--- config.mk ---
export PLATFORM = sky130hd
export DESIGN_NAME = multi_mode_bit_counter
export DESIGN_NICKNAME = d
export VERILOG_FILES = /design/src/rtl/bit_count_pkg.sv /design/src/rtl/bidir_shift_reg.sv /design/src/rtl/multi_mode_bit_counter.sv
export SDC_FILE = /design/constraint.sdc
export NUM_CORES = 1
export LEC_CHECK = 0
export ABC_AREA = 1
export ABC_CLOCK_PERIOD_IN_PS = 1600
export BUFFER_PORTS_ARGS = -buffer_cell sky130_fd_sc_hd__buf_4
export CAP_MARGIN = 25
export CORE_MARGIN = 2
export CORE_UTILIZATION = 35
export CTS_BUF_LIST = sky130_fd_sc_hd__clkbuf_16
export CTS_CLUSTER_SIZE = 16
export DETAILED_ROUTE_END_ITERATION = 7
export PLACE_DENSITY_LB_ADDON = 0.12
export SETUP_SLACK_MARGIN = 0.3
export SLEW_MARGIN = 15
export SYNTH_ARGS = -nofsm -noshare
export SYNTH_HDL_FRONTEND = slang
export SYNTH_SLANG_ARGS = --single-unit
--- constraint.sdc ---
create_clock -name CLOCK_50 -period 1.6 [get_ports CLOCK_50]
set_input_delay 0.24 -clock CLOCK_50 [delete_from_list [all_inputs] [get_ports CLOCK_50]]
set_output_delay 0.24 -clock CLOCK_50 [all_outputs]
set_load 0.005 [all_outputs]
--- src/rtl/bit_count_pkg.sv ---
// Shared types for the multi-mode bit counter: operation select and FSM states.
package bit_count_pkg;

  typedef enum logic [1:0] {
    ONES  = 2'd0,
    ZEROS = 2'd1,
    LZC   = 2'd2,
    TZC   = 2'd3
  } mode_e;

  typedef enum logic [1:0] {
    IDLE  = 2'd0,
    COUNT = 2'd1,
    DONE  = 2'd2
  } state_e;

endpackage

--- src/rtl/bidir_shift_reg.sv ---
// Operand register: parallel load, or one-bit shift left/right with zero fill.
module bidir_shift_reg #(
  parameter int WIDTH = 8
) (
  input  logic             CLOCK_50,
  input  logic             Reset,
  input  logic             load,
  input  logic [WIDTH-1:0] load_val,
  input  logic             shift_en,
  input  logic             dir_left,
  output logic [WIDTH-1:0] q
);

  logic [WIDTH-1:0] q_q, q_d;

  always_comb begin
    q_d = q_q;
    if (load)
      q_d = load_val;
    else if (shift_en)
      q_d = dir_left ? {q_q[WIDTH-2:0], 1'b0} : {1'b0, q_q[WIDTH-1:1]};
  end

  always_ff @(posedge CLOCK_50) begin
    if (Reset) q_q <= '0;
    else       q_q <= q_d;
  end

  assign q = q_q;

endmodule

--- src/rtl/multi_mode_bit_counter.sv ---
// Serial bit counter: ones, zeros, leading zeros or trailing zeros, one bit per cycle.
module multi_mode_bit_counter
  import bit_count_pkg::*;
#(
  parameter int WIDTH = 8,
  localparam int RW = $clog2(WIDTH + 1)
) (
  input  logic             CLOCK_50,
  input  logic             Reset,
  input  logic             start,
  input  logic [WIDTH-1:0] data_in,
  input  logic [1:0]       mode,
  output logic             busy,
  output logic             done,
  output logic [RW-1:0]    result
);

  state_e           state_q, state_d;
  mode_e            mode_q, mode_d;
  logic [RW-1:0]    cnt_q, cnt_d;
  logic [RW-1:0]    idx_q, idx_d;
  logic [RW-1:0]    res_q, res_d;
  logic [WIDTH-1:0] opnd;
  logic             load, shift_en, dir_left, bit_sel;

  assign load     = (state_q == IDLE);
  assign dir_left = (mode_q == LZC);
  assign bit_sel  = dir_left ? opnd[WIDTH-1] : opnd[0];

  bidir_shift_reg #(.WIDTH(WIDTH)) u_opnd (
    .CLOCK_50 (CLOCK_50),
    .Reset    (Reset),
    .load     (load),
    .load_val (data_in),
    .shift_en (shift_en),
    .dir_left (dir_left),
    .q        (opnd)
  );

  always_comb begin
    state_d  = state_q;
    mode_d   = mode_q;
    cnt_d    = cnt_q;
    idx_d    = idx_q;
    res_d    = res_q;
    shift_en = 1'b0;
    unique case (state_q)
      IDLE: begin
        mode_d = mode_e'(mode);
        if (start) begin
          cnt_d   = '0;
          idx_d   = '0;
          state_d = COUNT;
        end
      end
      COUNT: begin
        // Population modes stop once the remaining operand is empty; zero-count
        // modes stop at the first 1 or after the whole word has been scanned.
        if ((mode_q == ONES) || (mode_q == ZEROS)) begin
          if (opnd == '0) begin
            state_d = DONE;
            res_d   = (mode_q == ZEROS) ? RW'(WIDTH) - cnt_q : cnt_q;
          end else begin
            cnt_d    = cnt_q + RW'(opnd[0]);
            idx_d    = idx_q + 1'b1;
            shift_en = 1'b1;
          end
        end else begin
          if (bit_sel || (idx_q == RW'(WIDTH))) begin
            state_d = DONE;
            res_d   = cnt_q;
          end else begin
            cnt_d    = cnt_q + 1'b1;
            idx_d    = idx_q + 1'b1;
            shift_en = 1'b1;
          end
        end
      end
      DONE: begin
        if (!start) state_d = IDLE;
      end
      default: state_d = IDLE;
    endcase
  end

  always_ff @(posedge CLOCK_50) begin
    if (Reset) begin
      state_q <= IDLE;
      mode_q  <= ONES;
      cnt_q   <= '0;
      idx_q   <= '0;
      res_q   <= '0;
    end else begin
      state_q <= state_d;
      mode_q  <= mode_d;
      cnt_q   <= cnt_d;
      idx_q   <= idx_d;
      res_q   <= res_d;
    end
  end

  assign busy   = (state_q == COUNT);
  assign done   = (state_q == DONE);
  assign result = res_q;

endmodule

==> out/results.tsv, run 1 <==
stage	metric	value	unit
die	fp-row-count	23	
timing	grt_setup_unrepaired	yes	
global_route	use_met2	31.6	%
pwr	power.leakage	0.911	nW
global_route	overflow	0	
routing	drc_errors	0	
worst_setup_path	critical_path.max_fanout	8	
yosys	yosys.area.top_type_share	33.7	%
yosys	synth_seq_cells	24	
routing	vias_per_cell	4.77	
cells_and_area	fill_cells	390	
yosys	warning_count_from_the_yosys_run	0	
clock_tree	cts_num_sinks	24	
routing	ant_nets	0	
yosys	netlist_area	1430	sq um
timing	layout_min_cycle_time	1.32	ns
global_route	met3_usage	3.45	%
routing	routed_wl	3610	um
yosys	dominantRegCellSynth	dfxtp_1	
die	floorplan.die.width	67.8	um
worst_hold_path	worst_hold_path_type	input port to flop	
global_route	globalRouteMet1Util	20.8	%
global_route	grtUsageTotal	17.3	%
pwr	power_per_cell_area	1200	nW/um^2
timing	finalHoldViolCount	0	
die	design.die.area	4600	sq um
worst_setup_path	path_common_cell	nand2_1	
global_route	number_of_antenna_violations_at_the_first_check_in_global_routing	0	
job	cap_viol_max_count	0	
routing	avgRoutedWirePerCell	12.4	um
worst_setup_path	cp_cell_sequence	inv_4, nand2_4, nor2_4, nand4_4, nand3_4, nand2_1, nand2_1, nor2_1	
pwr	peakVddDrop	730	uV
yosys	seq_area_frac_synth	33.7	%
routing	vias	1388	
place	place.detailed.hpwl	2330	um
clock_tree	tritoncts	yes	
timing	final.period_utilization	82.5	%
cells_and_area	synthToLayoutAreaGrowth	45.8	%
clock_tree	clk-insertion-delay-late	0.25	ns
routing	drt_first_pass_iters	4	
yosys	synth_top_cells_by_area	dfxtp_1, nor2_1, nand2_1	
die	core_area	3970	sq um
global_route	grt_pass1_wl	6010	um
worst_setup_path	crit_path_slowest_cell	dfxtp_4	
yosys	post_synth_inst_count	205	
worst_setup_path	worst_ep_required_time	1.75	ns
place	dpl_cell_area	1610	sq um
yosys	nets_in_the_synthesized_netlist	223	
yosys	synth-edff-count	0	
clock_tree	ctsRootBufferMaster	clkbuf_16	
die	die_h	67.8	um
clock_tree	cts_made_buffers	3	
place	place_congestion	0.707	
yosys	yosysUniqueCellTypes	28	
routing	detailedRoute.firstIterationViolations	55	
clock_tree	worst_setup_hold_path_clk_slew	0.06	ns
worst_setup_path	timing.critical_path.slowest_cell_delay	0.36	ns
die	initial_utilization	35.9	%
timing	slew_headroom	69.6	%
timing	timing_max_transition_violations_final	0	
clock_tree	cts.path.max_buffers	2	
yosys	avgSynthCellArea	6.96	sq um
timing	setup_total_negative_slack	0	ns
timing	finalHoldWorstSlack	0.167	ns
cells_and_area	antennaDiodeCount	0	
worst_setup_path	type_of_element_launching_the_critical_path	flop	
cells_and_area	num-nets-final	260	
yosys	yosysTopAreaCell	dfxtp_1	
worst_setup_path	end_kind	flop	
pwr	total_power	2.49	mW
yosys	synthTopCellsByCount	nor2_1, nand2_1, dfxtp_1	
global_route	grt_most_used_layer	met2	
cells_and_area	share_of_layout_cells_above_drive_strength_1	44.0	%
die	floorplan.io_pins	19	
clock_tree	h-tree-depth	1	
place	placement.io_buffers	18	
global_route	grt_pass1_vias	1353	
status	result_of_the_run	finished clean	
timing	clock_skew	0.00207	ns
yosys	postSynth.asyncResetShare	0	%
worst_setup_path	arrival	1.47	ns
cells_and_area	post-route-util	52.4	%
timing	timing.fmax	757	MHz
yosys	yosysMostFrequentCell	nor2_1	
timing	setup_violations	0	
worst_setup_path	category_of_the_critical_setup_timing_path	flop to flop	
timing	max_slew.worst_pin.slew	0.455	ns
cells_and_area	final_area	2080	sq um
global_route	grt_max_degree	17	
registers in the layout (all words and copies together), names as in the netlist:
register and cells:
cnt_q 4, state_q 2, result 4, u_opnd.q 8, mode_q 2, idx_q 4
metal layers:
layer	vias up	part of all wire (%)
met5	-	0
met2	17	53
li1	735	-
met1	630	43
met4	0	1.3
met3	6	2.7
where the power goes:
part,total [mW],switching [mW],internal [mW]
combinational,1.09,0.615,0.479
sequential,0.851,0.129,0.722
clock,0.540,0.207,0.334
total,2.49,0.951,1.53
final cells by class:
class / instances / area (sq um) / area share (%)
clock buffer: 3 / 75.1 / 3.61
clock inverter: 1 / 3.75 / 0.181
inverter: 16 / 70.1 / 3.37
multi-input combinational: 160 / 1080 / 51.7
sequential: 24 / 503 / 24.2
tap: 50 / 62.6 / 3.01
timing repair buffer: 37 / 289 / 13.9
layout by cell type (no fill, tap or decap), drive strengths merged:
cell type | synthesis | routed
xor2 | 4 | 4
clkinv | 0 | 1
o21ai | 19 | 19
nand2 | 45 | 45
dfxtp | 24 | 24
xnor2 | 2 | 2
a21oi | 8 | 8
nand4 | 3 | 3
mux2i | 1 | 1
nor3 | 2 | 2
buf | 6 | 37
ha | 5 | 5
clkbuf | 1 | 3
nor2 | 50 | 50
nand3 | 19 | 21
inv | 16 | 16
path summary, 6_finish.rpt:
path | start | endpoint | slack (ns) | cells after the start
worst max-delay path | state_q[1] | u_opnd.q[3] | 0.28 | 8
worst min-delay path | Reset | state_q[0] | 0.17 | 2
worst max register to register | state_q[1] | u_opnd.q[3] | 0.28 | 8
worst min register to register | result[3] | result[3] | 0.50 | 2
worst max-delay path: cells and delay by family (launching register included):
kind / cells / cell delay, ns
simple gates: 7 / 0.79
flops: 1 / 0.36
buf+inv: 1 / 0.07
metrics by stage:
stage,instances,setup WS [ns]
2_1_floorplan,205,0.304
3_3_place_gp,271,0.108
3_5_place_dp,271,0.122
4_1_cts,285,0.278
5_1_grt,291,0.197
6_report,291,0.279
cell families (layout without fill, tap and decap cells):
logic type | Yosys count | in the layout | synth area share [%]
flops | 24 | 24 | 33.7
simple gates | 119 | 121 | 39.2
xor+xnor | 6 | 6 | 3.68
buf+inv | 23 | 57 | 8.33
mux | 1 | 1 | 0.702
compound gates | 27 | 27 | 10.0
fa+ha+maj | 5 | 5 | 4.39
timing repair:
action / 4_1_cts / 5_1_grt
resized for setup: 34 / 41
pin swaps: 17 / 17
setup buffers: 9 / 5
gates cloned: 1 / 1
endpoints found under the hold margin: 0 / 0
setup endpoints to repair: 22 / 22
hold buffers: 0 / 0
Note: power is estimated with default switching activity, not from simulation.
==> run 2, diff against run 1 <==
--- a/config.mk
+++ b/config.mk
@@ -6,7 +6,7 @@
 export NUM_CORES = 1
 export LEC_CHECK = 0
 export ABC_AREA = 1
-export ABC_CLOCK_PERIOD_IN_PS = 1600
+export ABC_CLOCK_PERIOD_IN_PS = 1200
 export BUFFER_PORTS_ARGS = -buffer_cell sky130_fd_sc_hd__buf_4
 export CAP_MARGIN = 25
 export CORE_MARGIN = 2
==> constraint.sdc (replaced) <==
create_clock -name CLOCK_50 -period 1.2 [get_ports CLOCK_50]
set_input_delay 0.18 -clock CLOCK_50 [delete_from_list [all_inputs] [get_ports CLOCK_50]]
set_output_delay 0.18 -clock CLOCK_50 [all_outputs]
set_load 0.005 [all_outputs]
==> out/results.tsv, run 2 (same netlist as run 1, synthesis figures left out) <==
stage	metric	value	unit	change
status	result_of_the_run	complete, but fails checks		was finished clean
status	failed_checks	negative setup slack		
die	core_area	3970	sq um	unchanged
place	dp_worst_setup_slack	-0.208	ns	was 0.122 ns
die	die_h	67.8	um	unchanged
timing	setup_violations	22		was 0
routing	vias	1496		was 1388
pwr	power.leakage	1.08	nW	was 0.911 nW
place	place.detailed.hpwl	2680	um	was 2330 um
clock_tree	clk-insertion-delay-late	0.26	ns	was 0.25 ns
cells_and_area	final_area	2390	sq um	was 2080 sq um
timing	slew_headroom	84.2	%	was 69.6%
worst_setup_path	type_of_element_launching_the_critical_path	flop		unchanged
worst_setup_path	category_of_the_critical_setup_timing_path	flop to flop		unchanged
cells_and_area	layoutNonFillerInstCount	321		was 291
die	design.die.area	4600	sq um	unchanged
cells_and_area	share_of_layout_cells_above_drive_strength_1	55.4	%	was 44.0%
pwr	peakVddDrop	770	uV	was 730 uV
routing	avgRoutedWirePerCell	12.5	um	was 12.4 um
routing	detailedRoute.firstIterationViolations	87		was 55
pwr	power_per_cell_area	1550	nW/um^2	was 1200 nW/um^2
worst_setup_path	worst_ep_required_time	1.36	ns	was 1.75 ns
timing	timing.fmax	760	MHz	was 757 MHz
routing	routed_wl	4000	um	was 3610 um
clock_tree	cts_num_sinks	24		unchanged
place	placement.io_buffers	18		unchanged
global_route	number_of_antenna_violations_at_the_first_check_in_global_routing	0		unchanged
cells_and_area	synthToLayoutAreaGrowth	67.9	%	was 45.8%
die	initial_utilization	35.9	%	unchanged
timing	final.period_utilization	110	%	was 82.5%
timing	layout_min_cycle_time	1.32	ns	about the same
worst_setup_path	critical_path.max_fanout	7		was 8
routing	ant_nets	0		unchanged
global_route	grt_pass1_wl	6560	um	was 6010 um
timing	timing_max_transition_violations_final	0		unchanged
timing	grt_setup_unrepaired	yes		unchanged
global_route	grtUsageTotal	19.0	%	was 17.3%
routing	drt_first_pass_iters	4		unchanged
place	dpl_cell_area	1860	sq um	was 1610 sq um
routing	drc_errors	0		unchanged
cells_and_area	leading_cell_types_in_the_layout_fill_and_taps_excluded	buf_4, nor2_1, nand2_1		was nor2_1, nand2_1, buf_4
timing	setup_total_negative_slack	-1.99	ns	was 0 ns
cells_and_area	largest_register_ffs	8		unchanged
routing	vias_per_cell	4.66		was 4.77
clock_tree	ctsRootBufferMaster	clkbuf_16		unchanged
clock_tree	cts.path.max_buffers	2		unchanged
place	place_congestion	0.748		was 0.707
cells_and_area	antennaDiodeCount	0		unchanged
timing	max_slew.worst_pin.slew	0.235	ns	was 0.455 ns
clock_tree	post_cts_hold_buffer_count	0		unchanged
place	placed_cells_incl_taps	300		was 271
clock_tree	h-tree-depth	1		unchanged
job	cap_viol_max_count	0		unchanged
cells_and_area	layout.cells.most_common	buf_4		was nor2_1
worst_setup_path	end_kind	flop		unchanged
clock_tree	tritoncts	yes		unchanged
timing	clock_skew	0.00388	ns	was 0.00207 ns
clock_tree	cts_made_buffers	3		unchanged
worst_setup_path	arrival	1.47	ns	about the same
clock_tree	worst_setup_hold_path_clk_slew	0.07	ns	was 0.06 ns
die	floorplan.die.width	67.8	um	unchanged
global_route	grt_max_degree	18		was 17
global_route	overflow	0		unchanged
timing	finalHoldViolCount	0		unchanged
timing	post-route-worst-setup-slack	-0.116	ns	was 0.279 ns
worst_hold_path	worst_hold_path_type	input port to flop		unchanged
global_route	grt_pass1_vias	1417		was 1353
die	fp-row-count	23		unchanged
cells_and_area	num-nets-final	290		was 260
die	floorplan.io_pins	19		unchanged
## run 2: area by class of cell
type / instances / area [sq um]
clock buffer: 3 / 75.1
clock inverter: 1 / 3.75
fill: 372 / 1580
inverter: 16 / 82.6
multi-input combinational: 160 / 1110
sequential: 24 / 509
tap: 50 / 62.6
timing repair buffer: 67 / 548
## run 2: worst paths after layout
path              startpoint         end  depth (start not counted)  slack (ns)
setup / recovery   mode_q[1]   result[0]                          9       -0.12
hold / removal         Reset  state_q[0]                          2        0.11
setup reg to reg   mode_q[1]   result[0]                          9       -0.12
hold reg to reg    result[3]   result[3]                          2        0.50
## run 2: repair_timing
| action | CTS | global route |
|---|---|---|
| setup endpoints to repair | 26 | 30 |
| setup buffers | 8 | 7 |
| gates cloned | 2 | 0 |
| resized for setup | 52 | 49 |
| pin swaps | 15 | 19 |
## run 2: routing by layer
metal / track usage, % / routed length (um) / vias to the layer above
li1: - / - / 796
met1: 26.2 / 1900 / 680
met2: 31.3 / 1950 / 18
met3: 3.45 / 128 / 2
met4: 3.75 / 17 / 0
met5: 0 / 0 / -
## run 2: through the flow
step / total power [mW] / util, % / hold WS [ns]
finish: 3.71 / 60.3 / 0.110
global route: 3.96 / 60.3 / 0.110
CTS: 3.44 / 54.6 / 0.114
detailed placement: 2.37 / 46.7 / 0.391
global placement: 2.37 / 46.7 / 0.391
floorplan: 1.90 / - / 0.245
## run 2: report_power, final
group	switching, mW	internal, mW
sequential	0.129	0.964
clock	0.315	0.447
combinational	0.963	0.897
total	1.41	2.31
## run 2: worst max-delay path: stages (launching register included)
cell and delay (ns):
dfxtp_4 0.38, buf_6 0.11, nand2_4 0.05, nand2_4 0.08
nand3_4 0.08, nand2_4 0.12, buf_4 0.15, nand2_8 0.07
o21ai_1 0.12, nor2_1 0.05
==> run 3, diff against run 2 <==
--- a/config.mk
+++ b/config.mk
@@ -15,6 +15,7 @@
 export CTS_CLUSTER_SIZE = 16
 export DETAILED_ROUTE_END_ITERATION = 7
 export PLACE_DENSITY_LB_ADDON = 0.12
+export REMOVE_ABC_BUFFERS = 1
 export SETUP_SLACK_MARGIN = 0.3
 export SLEW_MARGIN = 15
 export SYNTH_ARGS = -nofsm -noshare
==> out/results.tsv, run 3 (same netlist as run 1, synthesis figures left out) <==
stage	metric	value	unit	change
cells_and_area	share_of_layout_cells_above_drive_strength_1	52.3	%	was 55.4%
place	dpl_cell_area	1860	sq um	about the same
die	floorplan.io_pins	19		unchanged
cells_and_area	synthToLayoutAreaGrowth	61.8	%	was 67.9%
worst_setup_path	type_of_element_launching_the_critical_path	flop		unchanged
pwr	power.leakage	1.04	nW	was 1.08 nW
die	design.die.area	4600	sq um	unchanged
clock_tree	tritoncts	yes		unchanged
job	cap_viol_max_count	0		unchanged
place	placed_cells_incl_taps	302		was 300
global_route	grt_pass1_wl	6470	um	was 6560 um
status	result_of_the_run	complete, but fails checks		unchanged
worst_setup_path	arrival	1.47	ns	about the same
clock_tree	clk-insertion-delay-late	0.26	ns	about the same
timing	final.period_utilization	110	%	about the same
timing	post-route-worst-setup-slack	-0.122	ns	was -0.116 ns
die	core_area	3970	sq um	unchanged
timing	setup_violations	20		was 22
status	failed_checks	negative setup slack		unchanged
cells_and_area	post-route-util	58.1	%	was 60.3%
die	die_h	67.8	um	unchanged
cells_and_area	antennaDiodeCount	0		unchanged
cells_and_area	layoutNonFillerInstCount	312		was 321
cells_and_area	fill_cells	380		was 372
clock_tree	cts_num_sinks	24		unchanged
die	initial_utilization	35.9	%	unchanged
clock_tree	cts_made_buffers	3		unchanged
worst_setup_path	critical_path.max_fanout	7		unchanged
die	fp-row-count	23		unchanged
timing	max_slew.worst_pin.slew	0.238	ns	was 0.235 ns
worst_hold_path	worst_hold_path_type	input port to flop		unchanged
worst_setup_path	cp.buffers_inverters	1		was 2
worst_setup_path	crit_path_slowest_cell	dfxtp_2		was dfxtp_4
place	placement.io_buffers	18		unchanged
global_route	grt_pass1_vias	1449		was 1417
worst_setup_path	cp_cell_sequence	buf_6, nand2_4, nand2_4, nand3_4, nand2_8, nand3_4, o21ai_1, nor2_1		was buf_6, nand2_4, nand2_4, nand3_4, nand2_4, buf_4, nand2_8, o21ai_1, nor2_1
routing	vias_per_cell	4.79		was 4.66
timing	grt_setup_unrepaired	yes		unchanged
timing	finalHoldViolCount	0		unchanged
worst_setup_path	end_kind	flop		unchanged
worst_setup_path	setup_slack_on_the_worst_flop_to_flop_path	-0.12	ns	about the same
cells_and_area	final_area	2310	sq um	was 2390 sq um
timing	layout_min_cycle_time	1.32	ns	about the same
cells_and_area	num-nets-final	281		was 290
cells_and_area	largest_register_ffs	8		unchanged
routing	routed_wl	3890	um	was 4000 um
place	place.detailed.hpwl	2510	um	was 2680 um
die	floorplan.die.width	67.8	um	unchanged
timing	timing_max_transition_violations_final	0		unchanged
timing	timing.fmax	757	MHz	was 760 MHz
clock_tree	ctsRootBufferMaster	clkbuf_16		unchanged
clock_tree	post_cts_hold_buffer_count	0		unchanged
global_route	number_of_antenna_violations_at_the_first_check_in_global_routing	0		unchanged
global_route	grt_max_degree	22		was 18
routing	avgRoutedWirePerCell	12.5	um	about the same
clock_tree	h-tree-depth	1		unchanged
routing	drc_errors	0		unchanged
worst_setup_path	timing.critical_path.slowest_cell_delay	0.36	ns	was 0.38 ns
routing	detailedRoute.firstIterationViolations	52		was 87
clock_tree	cts.path.max_buffers	2		unchanged
routing	vias	1495		was 1496
worst_setup_path	category_of_the_critical_setup_timing_path	flop to flop		unchanged
timing	clock_skew	0.00480	ns	was 0.00388 ns
clock_tree	worst_setup_hold_path_clk_slew	0.07	ns	about the same
global_route	overflow	0		unchanged
timing	slew_headroom	84.1	%	was 84.2%
pwr	peakVddDrop	844	uV	was 770 uV
routing	drt_first_pass_iters	4		unchanged
routing	ant_nets	0		unchanged
global_route	grtUsageTotal	18.8	%	was 19.0%
worst_setup_path	worst_ep_required_time	1.35	ns	was 1.36 ns
cells_and_area	leading_cell_types_in_the_layout_fill_and_taps_excluded	buf_4, nor2_1, nand2_1		unchanged
cells_and_area	layout.cells.most_common	buf_4		unchanged
place	place_congestion	0.744		was 0.748
worst_setup_path	critical-path-top-delay-family	simple AND/OR/NAND/NOR gates		unchanged
pwr	power_per_cell_area	1560	nW/um^2	was 1550 nW/um^2
run 3: through the flow:
stage	power [mW]	hold slack (ns)	TNS [ns]	setup slack, ns
CTS	3.38	0.0979	-1.11	-0.0965
global placement	2.38	0.381	-2.47	-0.176
detailed placement	2.37	0.382	-2.73	-0.181
finish	3.59	0.101	-1.05	-0.122
floorplan	1.77	0.249	-4.84	-0.333
global route	3.85	0.106	-2.90	-0.211
run 3: worst register-to-register path: cells and delay by family, from the launching register on:
family | cells | cell delay, ns
flops | 1 | 0.36
buf+inv | 1 | 0.15
compound gates | 1 | 0.17
simple gates | 6 | 0.53
run 3: final cells by class:
class	instances	area (sq um)	share of cell area, %
clock inverter	1	3.75	0.163
inverter	16	67.6	2.93
clock buffer	3	75.1	3.25
tap	50	62.6	2.71
multi-input combinational	159	1050	45.7
sequential	24	503	21.8
timing repair buffer	59	541	23.4
run 3: power by group:
group	switching [mW]	leakage, nW	internal, mW
clock network	0.297	0.0385	0.446
registers	0.120	0.203	0.960
logic	0.907	0.799	0.859
run 3: worst paths after layout:
check	start	end	depth (start not counted)
max reg2reg	mode_q[1]	idx_q[0]	8
min reg2reg	result[3]	result[3]	2
max	mode_q[1]	idx_q[0]	8
min	Reset	state_q[0]	2
run 3: layer usage:
metal  track usage [%]  part of all wire [%]
met1              23.4                    44
met2              32.6                    51
met3              4.11                   3.2
met4              5.25                   1.9
met5                 0                     0
run 3: timing repair:
action | 4_1_cts | 5_1_grt
gates resized for setup | 59 | 44
pin swaps | 20 | 17
gates cloned | 1 | 0
endpoints found under the setup margin | 26 | 29
buffers inserted | 3 | 2
